## config.mk

```make
export PLATFORM = sky130hd
export DESIGN_NAME = nibble_serial_adder_controller
export DESIGN_NICKNAME = d
export VERILOG_FILES = /design/src/rtl/nibble_serial_adder_controller_pkg.sv /design/src/rtl/nibble_serial_adder_controller_lacg.sv /design/src/rtl/nibble_serial_adder_controller.sv
export SDC_FILE = /design/constraint.sdc
export NUM_CORES = 1
export LEC_CHECK = 0
export CAP_MARGIN = 15
export CORE_MARGIN = 4
export CORE_UTILIZATION = 54
export DETAILED_ROUTE_END_ITERATION = 8
export PLACE_DENSITY = 0.91
export SETUP_SLACK_MARGIN = 0.3
export SYNTH_ARGS = -nofsm -noshare
export SYNTH_HDL_FRONTEND = slang
export SYNTH_SLANG_ARGS = --single-unit
```

## constraint.sdc

```tcl
create_clock -name clk -period 5.2 [get_ports clk]
set_input_delay 0.78 -clock clk [delete_from_list [all_inputs] [get_ports clk]]
set_output_delay 0.78 -clock clk [all_outputs]
set_load 0.02 [all_outputs]
```

## src/rtl/nibble_serial_adder_controller_pkg.sv

```systemverilog
`default_nettype none
// ==================================================================
// nibble_serial_adder_controller_pkg: shared state encoding, nibble width
// Rev 1.0
// ==================================================================
package nibble_serial_adder_controller_pkg;

    localparam int NIBBLE_W = 4;

    typedef enum logic [1:0] {
        IDLE = 2'd0,
        RUN  = 2'd1,
        DONE = 2'd2
    } state_t;

endpackage
`default_nettype wire

```

## src/rtl/nibble_serial_adder_controller_lacg.sv

```systemverilog
`default_nettype none
// ==================================================================
// look_ahead_carry_generator_4_bit: 4-bit adder with look-ahead carries
// Rev 1.0
// ==================================================================
module look_ahead_carry_generator_4_bit (
    input  logic [3:0] a,
    input  logic [3:0] b,
    input  logic       cin,
    output logic [3:0] sum,
    output logic       cout
);

    logic [3:0] gen;
    logic [3:0] prop;
    logic [4:0] c;

    assign gen  = a & b;
    assign prop = a ^ b;

    // Every carry is a flat sum of products of g/p, so no ripple chain
    assign c[0] = cin;
    assign c[1] = gen[0] | (prop[0] & cin);
    assign c[2] = gen[1] | (prop[1] & gen[0]) | (prop[1] & prop[0] & cin);
    assign c[3] = gen[2] | (prop[2] & gen[1]) | (prop[2] & prop[1] & gen[0])
                | (prop[2] & prop[1] & prop[0] & cin);
    assign c[4] = gen[3] | (prop[3] & gen[2]) | (prop[3] & prop[2] & gen[1])
                | (prop[3] & prop[2] & prop[1] & gen[0])
                | (prop[3] & prop[2] & prop[1] & prop[0] & cin);

    assign sum  = prop ^ c[3:0];
    assign cout = c[4];

endmodule
`default_nettype wire

```

## src/rtl/nibble_serial_adder_controller.sv

```systemverilog
`default_nettype none
// ==================================================================
// nibble_serial_adder_controller: WIDTH-bit add, one nibble per cycle
// Rev 1.0
// ==================================================================
module nibble_serial_adder_controller
    import nibble_serial_adder_controller_pkg::*;
#(
    parameter int WIDTH = 16
) (
    input  logic             clk,
    input  logic             rst,
    input  logic             start,
    input  logic [WIDTH-1:0] data_a,
    input  logic [WIDTH-1:0] data_b,
    input  logic             carry_in,
    output logic             busy,
    output logic             done,
    output logic [WIDTH-1:0] sum,
    output logic             carry_out,
    output logic             overflow
);

    localparam int                NIBBLES  = WIDTH / NIBBLE_W;
    localparam int                IDX_W    = $clog2(NIBBLES);
    localparam logic [IDX_W-1:0]  LAST_IDX = IDX_W'(NIBBLES - 1);

    state_t               state;
    logic [WIDTH-1:0]     op_a;
    logic [WIDTH-1:0]     op_b;
    logic                 carry;
    logic [IDX_W-1:0]     idx;

    logic [NIBBLE_W-1:0]  nib_a;
    logic [NIBBLE_W-1:0]  nib_b;
    logic [NIBBLE_W-1:0]  nib_sum;
    logic                 nib_cout;

    assign nib_a = op_a[idx*NIBBLE_W +: NIBBLE_W];
    assign nib_b = op_b[idx*NIBBLE_W +: NIBBLE_W];

    look_ahead_carry_generator_4_bit u_lacg (
        .a    (nib_a),
        .b    (nib_b),
        .cin  (carry),
        .sum  (nib_sum),
        .cout (nib_cout)
    );

    always_ff @(posedge clk) begin
        if (rst) begin
            state     <= IDLE;
            op_a      <= '0;
            op_b      <= '0;
            carry     <= 1'b0;
            idx       <= '0;
            sum       <= '0;
            carry_out <= 1'b0;
            overflow  <= 1'b0;
            busy      <= 1'b0;
            done      <= 1'b0;
        end else begin
            case (state)
                RUN: begin
                    sum[idx*NIBBLE_W +: NIBBLE_W] <= nib_sum;
                    carry <= nib_cout;
                    idx   <= idx + 1'b1;
                    if (idx == LAST_IDX) begin
                        state     <= DONE;
                        busy      <= 1'b0;
                        done      <= 1'b1;
                        carry_out <= nib_cout;
                        // The MSB of the sum is being produced this very cycle
                        overflow  <= (op_a[WIDTH-1] == op_b[WIDTH-1]) &&
                                     (nib_sum[NIBBLE_W-1] != op_a[WIDTH-1]);
                    end
                end
                default: begin
                    // IDLE and DONE both accept a new request
                    done <= 1'b0;
                    if (start) begin
                        op_a  <= data_a;
                        op_b  <= data_b;
                        carry <= carry_in;
                        idx   <= '0;
                        state <= RUN;
                        busy  <= 1'b1;
                    end else begin
                        state <= IDLE;
                        busy  <= 1'b0;
                    end
                end
            endcase
        end
    end

endmodule
`default_nettype wire

```

* After elaboration in Yosys (flattened, before gate mapping)
Index checks and enable logic that the tools add are counted.
** Cells by class
- $add $sub $neg :: 2
- Eq/ne operators :: 5
- Shifts and indexed selects :: 4
- Muxes and demuxes :: 11
- Bitwise operators :: 30
- Reduce and logical (&&, ||, !) cells :: 5
** Operators by type and width (count)
- $neg A4 Y34 :: 1
- $shift A4 B34 Y16 const A :: 1
- $shiftx A4 B34 Y16 :: 1
- $shiftx A16 B5 Y4 :: 2
- $and A1 B1 Y1 :: 16
- $bwmux W16 :: 1
- $or A1 B1 Y1 :: 10
- $mux W2 :: 4
- $xor A4 B4 Y4 :: 2
- $mux W1 :: 6
- $and A4 B4 Y4 :: 1
- $reduce_and A2 Y1 :: 2
- $add A2 B1 Y2 const B :: 1
- $eq A2 B1 Y1 const B :: 1
- $eq A2 B2 Y1 const B :: 1
- $ne A2 B2 Y1 const B :: 1
- $reduce_bool A2 Y1 :: 1
- $reduce_or A2 Y1 :: 1
- $eq A1 B1 Y1 :: 1
- $logic_and A1 B1 Y1 :: 1
- $ne A1 B1 Y1 :: 1
- $not A1 Y1 :: 1
** Storage, ports and cells
- Flip-flop bits (word level) :: 57
- Input bits :: 36
- Output and inout port bits :: 20
- Word-level logic and storage cells :: 67

* Logic depth before layout (Yosys ltp)
Gate-level depths: netlist of run 1.
- Word-level depth :: 9
- Gate-level depth with buffers :: 7
- Gate-level depth less buffers :: 6

* Modules after synthesis
A second synthesis of run 1 with hierarchy kept.
** Second synthesis, totals
- Cell total of the unflattened synthesis :: 292
- Area, all modules :: 2640.0 um2
** By module, submodules not included
- nibble_serial_adder_controller :: times used 1, cells each 275, area an instance 2492.4 um2
- look_ahead_carry_generator_4_bit :: times used 1, cells each 17, area an instance 147.6 um2

* Worst setup path after synthesis of run 1
No wires, ideal clock.
- Path type :: reg2reg
- Start point :: register idx[0]
- End point :: register sum[14]
- Library setup time :: 0.128 ns
- Arrival :: 2.427 ns
- Setup slack :: 2.646 ns
- Stages on the path, launching flop included :: 8
- Path buffers :: 1
- Period minus slack after synthesis :: 2.554 ns
- Path through :: dfxtp_1 > buf_4 > mux4_1 > ha_1 > a21o_2 > a211o_1 > a32oi_1 > nor2_1
** Between the ends
- Cells in the longest elaborated chain, start to end :: 9
- Elaborated cells between the ends (all ways) :: 24
- Classes of those cells :: add/sub: 1; shift: 4; mux: 1; bitwise: 18
** Ends and longest elaborated chain
- start, declared :: RTL line nibble_serial_adder_controller.sv:32 : logic [IDX_W-1:0] idx;
- start signal, assigned :: RTL line nibble_serial_adder_controller.sv:67 : idx <= idx + 1'b1;
- $shiftx A16 B5 Y4, on equally long branches :: RTL line nibble_serial_adder_controller.sv:39, nibble_serial_adder_controller.sv:40
- $xor A4 B4 Y4 or $and A4 B4 Y4 (tied branches) :: RTL line nibble_serial_adder_controller_lacg.sv:19, nibble_serial_adder_controller_lacg.sv:18
- $and A1 B1 Y1, on equally long branches :: RTL line nibble_serial_adder_controller_lacg.sv:25, nibble_serial_adder_controller_lacg.sv:26
- $or A1 B1 Y1 (tied with other cells) :: RTL line nibble_serial_adder_controller_lacg.sv:25 : assign c[3] = gen[2] | (prop[2] & gen[1]) | (prop[2] & prop[1] & gen[0])
- $or A1 B1 Y1 or $and A1 B1 Y1 (tied branches) :: RTL line nibble_serial_adder_controller_lacg.sv:25, nibble_serial_adder_controller_lacg.sv:26
- $or A1 B1 Y1 :: RTL line nibble_serial_adder_controller_lacg.sv:26 : | (prop[2] & prop[1] & prop[0] & cin);
- $xor A4 B4 Y4 :: RTL line nibble_serial_adder_controller_lacg.sv:31 : assign sum = prop ^ c[3:0];
- $shiftx A4 B34 Y16 :: RTL line nibble_serial_adder_controller.sv:65 : sum[idx*NIBBLE_W +: NIBBLE_W] <= nib_sum;
- $bwmux W16 * :: RTL line nibble_serial_adder_controller.sv:65
- end signal, assigned by index :: RTL line nibble_serial_adder_controller.sv:65
- end, declared :: RTL line nibble_serial_adder_controller.sv:19 : output logic [WIDTH-1:0] sum,
Every way passes the cells marked *; elsewhere a longest branch is shown, timed or not.
A chain may end at the register's enable or synchronous reset.

* Worst setup path after layout of run 1
Ends and elaborated chain as after synthesis.

==> metrics.cfg, run 1 <==
[sta]
fmax_mhz=338
relSlewSlack_pct=31.8
fin_crit_sh_pct=56.9
layout_setup_ws_ns=2.24
holdWs_ns=0.454
tns_ns=0
worst_pin_slew_ns=1.02
setup_viol=0
fin_skew_ns=0.0120
period_needed_ns=2.96
drv_slew=0
rsz0062_at_grt=false
finalHoldViolations=0

[place]
placedInstanceArea_sq_mm=0.00303
gp_congestion=0.797
place_hpwl_mm=4.20
io_buffers=55
place_ws_ns=2.30

[clocking]
cts_tree=yes
cts_setup_buffers=0
cts_max_path_buffers=2
cts_buffers=5
cts_hold_buf=0
h-tree-depth=2
cts.sinks=56
cts_resized=0
clkTransAtPathRegs_ns=0.10
clk_latency_ns=0.31
root_buffer=clkbuf_8

[grt]
grt_use_total_pct=19.2
use_met1_pct=23.9
grt_busiest_layer=met2
use_met3_pct=4.49
antenna_found_initial=0
met2_usage_pct=33.7
grt_remaining_overflow=0
grt_pass1_vias=2037
grt_max_degree=57
grt_pass1_wl_mm=9.40

[logic_synthesis]
yosysWarningCount=0
synth_edf_count=0
synth_top_area_share_pct=44.8
syn_avg_cell_area_sq_um=9.07
ys_top_cells_by_count=nand2_1 (75), dfxtp_1 (56), a21oi_1 (39), nor2_1 (21), ha_1 (10)
syn_area_sq_mm=0.00250
synth_nets=323
synth_seq_cells=56
synthFlopType=dfxtp_1
synth.distinct_cells=42
yosysSeqAreaShare_pct=44.8
syn-instance-count=276
synthTopCellsByArea=dfxtp_1 (45%), nand2_1 (11%), a21oi_1 (7.8%), mux4_1 (5.3%), ha_1 (5.0%)
synthArstFlopShare_pct=0
yosysMostFrequentCell=nand2_1
yosysTopAreaCell=dfxtp_1

[worst_setup_path]
max_stage_delay_ns=0.85
worst-setup-path-type=reg2reg
worstReg2RegEnd=sum[14]
arrival_ns=3.12
worst_path_max_delay_cell=dfxtp_1
cp-endpoint=sum[14]
cp.required_ns=5.36
critPathMaxFanout=17
reg2reg_from=idx[0]
reg2regPathDepth=6
path_cells=mux4_1 -> ha_1 -> a21o_2 -> a211o_1 -> a32oi_1 -> nor2_1
worstSetupEndpointType=flip-flop
crit_start=idx[0]
startpoint_type=flip-flop
reg2reg_slack_ns=2.24

[finish]
regArea_sq_mm=0.00112
final_area_sq_mm=0.00313
area_growth_syn_to_layout_pct=25.0
diodes=0
layout-drive-gt1-share_pct=6.50
layout.nets=369
final.fill_count=342
fin_util_pct=70.9
multi_input_area_sq_mm=0.00129

[floorplan]
die_h_um=76.1
die_width_um=76.1
rows=24
pin_count=56
initial_core_util_pct=56.7
dieArea_sq_mm=0.00579
core_sq_mm=0.00441

[power_and_ir_drop]
pwr-share-comb_pct=15.5
powerDensity_mw_per_mm2=268
netSwitchingPower_uw=220
clock_power_share_pct=29.2
p_seq_share_pct=55.3
switching_share_pct=26.3
p_int_uw=618
leakagePower_nw=1.19
ir_worst_vdd_mv=0.204

[detailed_routing]
routed_wl_mm=5.68
route.detailed.drc=0
drt_iter0_drc=201
viasPerCell=5.71
antenna_left=0
num_vias=2141
drt-wirelength-per-cell_um=15.2
dr.pass1.iters=4

[min_path]
min_path_type=reg2reg

[run]
cap_violations=0

[run_status]
status=finished, final reports clean

## worst max-delay path, delay by kind of cell (launching register included)
family	cells	cell delay, ns
compound gates	3	0.83
fa+ha+maj	1	0.35
flops	1	0.85
mux	1	0.71
simple gates	1	0.06
## stage by stage
stage	total power, mW	instances
2_1_floorplan	0.555	276
3_3_place_gp	0.598	367
3_5_place_dp	0.603	367
4_1_cts	0.840	375
5_1_grt	0.878	375
6_report	0.839	375
## power groups by stage
stage	sequential (mW)	combinational (mW)	clock (mW)
2_1_floorplan	0.469	0.0859	0
3_3_place_gp	0.473	0.125	0
3_5_place_dp	0.474	0.129	0
4_1_cts	0.464	0.130	0.246
5_1_grt	0.467	0.144	0.268
6_report	0.464	0.130	0.245
## final cells by class
type / instances / area share (%)
multi-input cells: 201 / 41.2
flip-flops and latches: 56 / 35.8
repair buffers: 55 / 17.4
clock buffers: 6 / 2.64
well taps: 52 / 2.08
clock inverters: 2 / 0.480
inverters: 3 / 0.360
## sequential cells by signal, indices dropped and copies added, names as in the netlist
| signal | flops |
|---|---|
| op_a | 16 |
| sum | 16 |
| carry_out | 1 |
| state | 2 |
| done | 1 |
| idx | 2 |
| overflow | 1 |
| carry | 1 |
| op_b | 16 |
## kinds of logic after synthesis
family / share of synthesized area [%]
adder cells (fa/ha/maj): 5.80
buffers and inverters: 3.70
multiplexers: 7.95
AND/OR/NAND/NOR: 22.1
XOR/XNOR: 0.350
AO/OA/AOI/OAI: 15.3
flip-flops: 44.8
## placed cells by master, fill, tap and decap left out, types with 2 or more instances in the layout
master           netlist  routed
nor3_1                 2       2
ha_1                  10      10
clkbuf_8               0       6
and4_1                 2       2
nor2_1                21      21
mux4_2                 3       3
a22oi_1                8       8
clkinvlp_4             0       2
nand4_1                4       4
nand2_1               75      75
inv_1                  3       3
mux4_1                 5       5
a211oi_1               2       2
nand3b_1               2       2
a21oi_1               39      39
a32oi_1                4       4
clkdlybuf4s50_1        0      54
dfxtp_1               56      56
## metal layers
metal / up-vias / wire length (um)
met5: - / 0
met4: 0 / 63
met3: 10 / 300
met2: 73 / 2930
met1: 1003 / 2390
li1: 1055 / -
## worst min path at each step
stage / depth (start not counted) / end / startpoint / slack (ns)
floorplan: 2 / op_a[4] / op_a[4] / 0.43
global placement: 2 / op_b[9] / op_b[9] / 0.44
detailed placement: 2 / sum[3] / sum[3] / 0.45
CTS: 2 / sum[3] / sum[3] / 0.46
global route: 2 / op_a[6] / op_a[6] / 0.49
finish: 2 / sum[3] / sum[3] / 0.45
No activity file was read; power rests on OpenSTA's default activity.
==> run 2, diff against run 1 <==
- CORE_UTILIZATION: 54 -> 50
- PLACE_DENSITY: 0.91 -> 0.85
- clock period: 5.2 -> 2.81 ns (I/O delays scaled with it)
==> metrics.cfg, run 2 (synthesized netlist as in run 1, its figures left out) <==
[finish]
fin_cells=394  ; was 375
final.fill_count=405  ; was 342
layout.nets=373  ; was 369
final_common_cell=nand2_1  ; unchanged
layout-drive-gt1-share_pct=8.56  ; was 6.50%
largestRegisters=op_a x16, op_b x16, sum x16  ; unchanged
area_growth_syn_to_layout_pct=26.7  ; was 25.0%
diodes=0  ; unchanged
layout_common_cells=nand2_1 (75), dfxtp_1 (55), clkdlybuf4s50_1 (54)  ; was nand2_1 (75), dfxtp_1 (56), clkdlybuf4s50_1 (54)
regArea_sq_mm=0.00112  ; about the same
multi_input_area_sq_mm=0.00128  ; was 0.00129 sq mm

[worst_setup_path]
worstSetupEndpointType=flip-flop  ; unchanged
startpoint_type=flip-flop  ; unchanged
cp.required_ns=2.97  ; was 5.36 ns
reg2reg_from=idx[0]  ; unchanged
crit_start=idx[0]  ; unchanged
critPathMaxFanout=8  ; was 17
worst-setup-path-type=reg2reg  ; unchanged
arrival_ns=2.52  ; was 3.12 ns

[sta]
fin_crit_sh_pct=83.8  ; was 56.9%
worst_pin_slew_ns=0.965  ; was 1.02 ns
rsz0062_at_grt=false  ; unchanged
finalHoldViolations=0  ; unchanged
drv_slew=0  ; unchanged
fin_skew_ns=0.00692  ; was 0.0120 ns
setup_viol=0  ; unchanged
period_needed_ns=2.36  ; was 2.96 ns
relSlewSlack_pct=35.7  ; was 31.8%
holdWs_ns=0.458  ; was 0.454 ns
fmax_mhz=425  ; was 338 MHz
tns_ns=0  ; unchanged
layout_setup_ws_ns=0.455  ; was 2.24 ns

[clocking]
clkTransAtPathRegs_ns=0.09  ; was 0.10 ns
cts_setup_buffers=0  ; unchanged
h-tree-depth=2  ; unchanged
cts.sinks=56  ; unchanged
cts_buffers=5  ; unchanged
clk_latency_ns=0.31  ; about the same
root_buffer=clkbuf_8  ; unchanged
cts_max_path_buffers=2  ; unchanged
cts_tree=yes  ; unchanged

[detailed_routing]
routed_wl_mm=5.69  ; was 5.68 mm
viasPerCell=5.44  ; was 5.71
route.detailed.drc=0  ; unchanged
num_vias=2144  ; was 2141
drt-wirelength-per-cell_um=14.4  ; was 15.2 um
antenna_left=0  ; unchanged
drt_iter0_drc=164  ; was 201
dr.pass1.iters=4  ; unchanged

[grt]
grt_use_total_pct=19.7  ; was 19.2%
grt_remaining_overflow=0  ; unchanged
grt_pass1_vias=2104  ; was 2037
grt_pass1_wl_mm=9.76  ; was 9.40 mm
grt_max_degree=57  ; unchanged
antenna_found_initial=0  ; unchanged

[place]
place_hpwl_mm=4.17  ; was 4.20 mm
gp_congestion=0.823  ; was 0.797
io_buffers=55  ; unchanged
dp_cells=386  ; was 367
place_ws_ns=0.360  ; was 2.30 ns

[floorplan]
initial_core_util_pct=52.3  ; was 56.7%
core_sq_mm=0.00479  ; was 0.00441 sq mm
die_h_um=78.7  ; was 76.1 um
dieArea_sq_mm=0.00620  ; was 0.00579 sq mm
rows=25  ; was 24
pin_count=56  ; unchanged
die_width_um=78.7  ; was 76.1 um

[min_path]
hold_path_startpoint=op_b[10]  ; was sum[3]
min_path_type=reg2reg  ; unchanged

[power_and_ir_drop]
leakagePower_nw=1.21  ; was 1.19 nW
powerDensity_mw_per_mm2=489  ; was 268 mW/mm^2
ir_worst_vdd_mv=0.262  ; was 0.204 mV

[run_status]
status=finished, final reports clean  ; unchanged

[run]
cap_violations=0  ; unchanged

-- run 2: per-stage QoR --
| stage | util, % | power, mW | instance area (sq um) |
|---|---|---|---|
| final | 66.2 | 1.55 | 3170 |
| after global placement | 64.4 | 1.11 | 3080 |
| after detailed placement | 64.4 | 1.12 | 3080 |
| after floorplan | - | 1.03 | 2500 |
| after CTS | 66.3 | 1.56 | 3170 |
| after global routing | 66.2 | 1.62 | 3170 |
-- run 2: area by class of cell --
| cell class | count | area share [%] |
|---|---|---|
| Clock buffer | 6 | 2.61 |
| Clock inverter | 2 | 0.316 |
| Inverter | 3 | 0.355 |
| Multi-Input combinational cell | 201 | 40.4 |
| Sequential cell | 56 | 35.5 |
| Tap cell | 67 | 2.65 |
| Timing Repair Buffer | 59 | 18.2 |
-- run 2: what timing repair did --
action,in CTS,in global routing
hold buffers,0,0
endpoints found under the setup margin,0,6
resized for setup,0,3
-- run 2: power by group --
part | internal (mW) | leakage, nW | switching, mW | total [mW]
clock network | 0.197 | 0.0510 | 0.245 | 0.442
logic | 0.121 | 0.697 | 0.132 | 0.253
registers | 0.828 | 0.458 | 0.0265 | 0.854
-- run 2: worst max-delay path, cell delays in order, from the launching register on --
cell and delay (ns):
dfxtp_4 0.43, mux4_2 0.55, ha_1 0.35, a21o_2 0.24
a211o_1 0.35, a32oi_1 0.22, nor2_1 0.05
-- run 2: path summary, 6_finish.rpt --
check | endpoint | slack [ns] | cells past startpoint
hold reg to reg | op_b[10] | 0.46 | 2
setup reg to reg | sum[2] | 0.45 | 6
hold / removal | op_b[10] | 0.46 | 2
setup / recovery | sum[2] | 0.45 | 6
-- run 2: layer usage --
layer / vias up / track usage (%) / routed length [um]
met4: 0 / 6.29 / 100
met1: 1002 / 24.9 / 2440
li1: 1065 / - / -
met5: - / 0 / 0
met2: 68 / 33.4 / 2830
met3: 9 / 4.20 / 320
==> patch 1 (flow settings as in run 2) <==
The parameter `WIDTH` goes from 16 to 32.
--- a/src/rtl/nibble_serial_adder_controller.sv
+++ b/src/rtl/nibble_serial_adder_controller.sv
@@ -8,3 +8,3 @@
 #(
-    parameter int WIDTH = 16
+    parameter int WIDTH = 32
 ) (
Interface: changed (resized data_a, data_b and sum); port bits go from 56 to 104. The function was not compared with the original's and may differ.
==> patch 1 against run 2 <==
  * Sequential cell count grew 49
  * Clock power grew 100%
  * Total power up 96%
  * Final area increased by 99%
  * Synthesized cell count increased by 95%
  * Setup slack got worse by 200 ps
  * Final cell count up 94%
  * Sequential share of layout area shrank 2.1 points
  * Count of clock-buffer cells in the layout is 6 higher
  * Wire length rose by 120%
  * Worst hold slack about the same
  * Synthesized area increased by 83%
  * Critical path type unchanged
  * Largest cell class unchanged
  * Highest routed layer unchanged
==> patch 1: results (changes against run 2) <==
area added between synthesis and finish=37.5%; total clock buffers created by CTS=9 (+4); met2 track demand over resource=38.4% (+5.0 points); quantity of I/O buffers inserted on ports=103 (+87%); delay contributed by the slowest stage of the critical path=490 ps (-60 ps); deepest level of the CTS H-tree=3 (+1); slew margin rel.=51.0% (+15 points); 1st-pass router iterations=5 (+1); GRT met1 Usage=27.1% (+2.2 points); Layout fillers=590 (+46%); via count of the first global-routing pass=4093 (+95%); worst reg-to-reg setup slack=250 ps (-200 ps); Clk pwr share=29.1% (+0.6 points); drt initial violations=337 (+110%); upper clock frequency limit=391 MHz (-7.9%); LEAKAGE=0.00230 uW (+91%); crit path DAT=2790 ps (+270 ps); net count after synthesis=614 (+90%); status=complete, no violations; placement-stage cell area=5730 um^2 (+86%); leading post-synthesis cells by cell area=sky130_fd_sc_hd__dfxtp_1 (46%), sky130_fd_sc_hd__nand2_1 (14%), sky130_fd_sc_hd__a21oi_1 (8.5%), sky130_fd_sc_hd__mux4_2 (7.9%), sky130_fd_sc_hd__nor2_1 (3.1%); count of non-filler cells in the finished layout=763 (+94%); Placed Instances=728 (+89%); number of library cell types mapped by synthesis=43 (+2.4%); Post-synth top cells=sky130_fd_sc_hd__nand2_1 (169), sky130_fd_sc_hd__dfxtp_1 (105), sky130_fd_sc_hd__a21oi_1 (78); pin count of the biggest net entering global routing=75 (+32%); first-pass GRT wire length=19.7 mm (+100%); total power after layout=3030 uW (+96%); Cells after Synth=537 (+95%); skew final=9.46 ps (+2.54 ps); register area share after synthesis=45.9% (+1.1 points); met3 WL post-DR=814 um (+150%); setup fix buffers added after clock tree synthesis=10 (+10); DP HPWL=8.36 mm (+100%); Hold Path Origin=op_b[24]$_SDFFE_PP0P_
==> patch 1: final timing paths <==
path	endpoint	cells after the start
max	sum[18]$_SDFFE_PP0P_	10
min	op_b[24]$_SDFFE_PP0P_	2
max reg2reg	sum[18]$_SDFFE_PP0P_	10
min reg2reg	op_b[24]$_SDFFE_PP0P_	2
==> patch 1: cell families (layout without fill, tap and decap cells) <==
group,after synthesis,in the layout,synth area share (%)
xor+xnor,1,1,0.191
compound gates,96,96,11.6
mux,30,30,10.9
buf+inv,44,162,4.21
simple gates,252,252,24.5
flops,105,105,45.9
fa+ha+maj,9,9,2.62
==> patch 1: final cells by class <==
type | instances | share of cell area, %
Clock buffer | 12 | 2.46
Clock inverter | 4 | 0.417
Inverter | 8 | 0.477
Multi-Input combinational cell | 388 | 39.9
Sequential cell | 105 | 33.4
Tap cell | 108 | 2.14
Timing Repair Buffer | 138 | 21.1
==> patch 2 (config.mk and constraints of run 2) <==
Made on the original files. Encoding of `state_t`: now one-hot (3 bits for 3 states).
--- a/src/rtl/nibble_serial_adder_controller_pkg.sv
+++ b/src/rtl/nibble_serial_adder_controller_pkg.sv
@@ -9,6 +9,6 @@
 
-    typedef enum logic [1:0] {
-        IDLE = 2'd0,
-        RUN  = 2'd1,
-        DONE = 2'd2
+    typedef enum logic [2:0] {
+        IDLE = 3'b001,
+        RUN  = 3'b010,
+        DONE = 3'b100
     } state_t;
Function: no difference found for any inputs over 10 cycles, from zero or initial values and one cycle with rst high; not proved beyond that.
==> patch 2 against run 2 <==
  * Worst hold slack got worse by 5.8 ps
  * Clock skew decreased by 0.85 ps
  * Sequential cell count grew 1
  * Wire length fell by 6.0%
  * Final cell count is 0.76% lower
  * Critical path type unchanged
  * Combinational power fell by 22%
  * Synthesized area fell by 1.5%
  * Setup slack worse by 6.1 ps
  * Final area increased by 2.5%
  * Die area down 1.4%
  * Total power increased by 12%
==> patch 2: results (changes against run 2) <==
internal cell power=1320 uW (+15%); NumNets Final=367 (-1.6%); end point of the critical path=sum[11]$_SDFFE_PP0P_; placement-stage cell area=3060 um^2 (-0.57%); deepest level of the CTS H-tree=3 (+1); global-route met3 utilization=5.85% (+1.7 points); DR WL met2=2.68 mm (-5.3%); drt wl/cell=13.7 um (-5.3%); CP max stage cell=sky130_fd_sc_hd__dfxtp_1; gp weighted congestion=0.813 (-1.2%); LEAKAGE=0.00125 uW (+3.5%); crit path DAT=2580 ps (+60 ps); Placed Instances=376 (-2.6%); net count after synthesis=312 (-3.4%); detailed-routing wirelength on met1=2.27 mm (-6.8%); number of library cell types mapped by synthesis=31 (-26%); via count of the first global-routing pass=1914 (-9.0%); post-detailed-routing wire length=5.35 mm (-6.0%); pin count of the biggest net entering global routing=33 (-42%); Hold Path Origin=op_b[11]$_SDFFE_PP0P_; share of final-layout standard cells stronger than drive strength 1=12.7% (+4.1 points); transition at the pin with the smallest max-transition slack=691 ps (-274 ps); register area share after synthesis=46.3% (+1.5 points); R2R depth=8 (+2); status=complete, no violations; clock transition at the registers of the reported paths=60 ps (-30 ps); DP HPWL=3.87 mm (-7.3%); insertion delay to the later sink of the worst-skew pair=330 ps (+20 ps); leading post-synthesis cells by cell area=sky130_fd_sc_hd__dfxtp_1 (46%), sky130_fd_sc_hd__nand2_1 (10%), sky130_fd_sc_hd__a21oi_1 (7.7%), sky130_fd_sc_hd__mux4_2 (7.3%), sky130_fd_sc_hd__ha_1 (5.1%); capture point of the worst reg-to-reg path=sum[11]$_SDFFE_PP0P_; first-pass GRT wire length=8.69 mm (-11%); delay contributed by the slowest stage of the critical path=610 ps (+60 ps); drt initial violations=120 (-27%); end of the worst hold path=op_b[11]$_SDFFE_PP0P_; total clock buffers created by CTS=9 (+4); GRT met1 Usage=20.8% (-4.0 points)
-- patch 2: what timing repair did --
item / CTS / global route
cloned: 0 / 0
resized for setup: 1 / 1
setup endpoints to repair: 9 / 3
pin swaps: 0 / 0
-- patch 2: worst max-delay path: cells and delay by family (launching register included) --
kind            cells  cell delay (ps)
simple gates        1               60
compound gates      3              470
mux                 1              430
fa+ha+maj           1              350
xor+xnor            1              170
flops               1              610
buf+inv             1              160
-- patch 2: power groups by stage --
| stage | clock [uW] | sequential (uW) | combinational, uW |
|---|---|---|---|
| finish | 678 | 859 | 198 |
| global route | 727 | 863 | 216 |
| CTS | 692 | 860 | 198 |
| detailed placement | 0 | 878 | 196 |
| global placement | 0 | 876 | 192 |
| floorplan | 0 | 872 | 114 |
-- patch 2: area by class of cell --
| class | count | share of cell area, % |
|---|---|---|
| flip-flops and latches | 57 | 35.2 |
| well taps | 67 | 2.58 |
| inverters | 2 | 0.231 |
| clock inverters | 3 | 0.462 |
| multi-input cells | 190 | 38.4 |
| clock buffers | 12 | 5.08 |
| repair buffers | 60 | 18.0 |
-- patch 2: kinds of logic (layout without fill, tap and decap cells) --
kind of cell / count (synthesis) / count (layout) / synth area share, %
adder cells (fa/ha/maj): 11 / 11 / 5.89
buffers and inverters: 18 / 77 / 3.10
XOR/XNOR: 3 / 3 / 1.07
AO/OA/AOI/OAI: 61 / 61 / 14.8
multiplexers: 8 / 8 / 7.31
AND/OR/NAND/NOR: 107 / 107 / 21.5
flip-flops: 57 / 57 / 46.3
-- patch 2: metrics by stage --
stage                     hold WS, ps  worst slack (ps)  util [%]  power [uW]
final                             452               449      68.3        1740
after global routing              483               350      68.3        1810
after CTS                         453               388      68.3        1750
after detailed placement          445               243      64.4        1070
after global placement            441               328      64.4        1070
after floorplan                   433               394         -         986
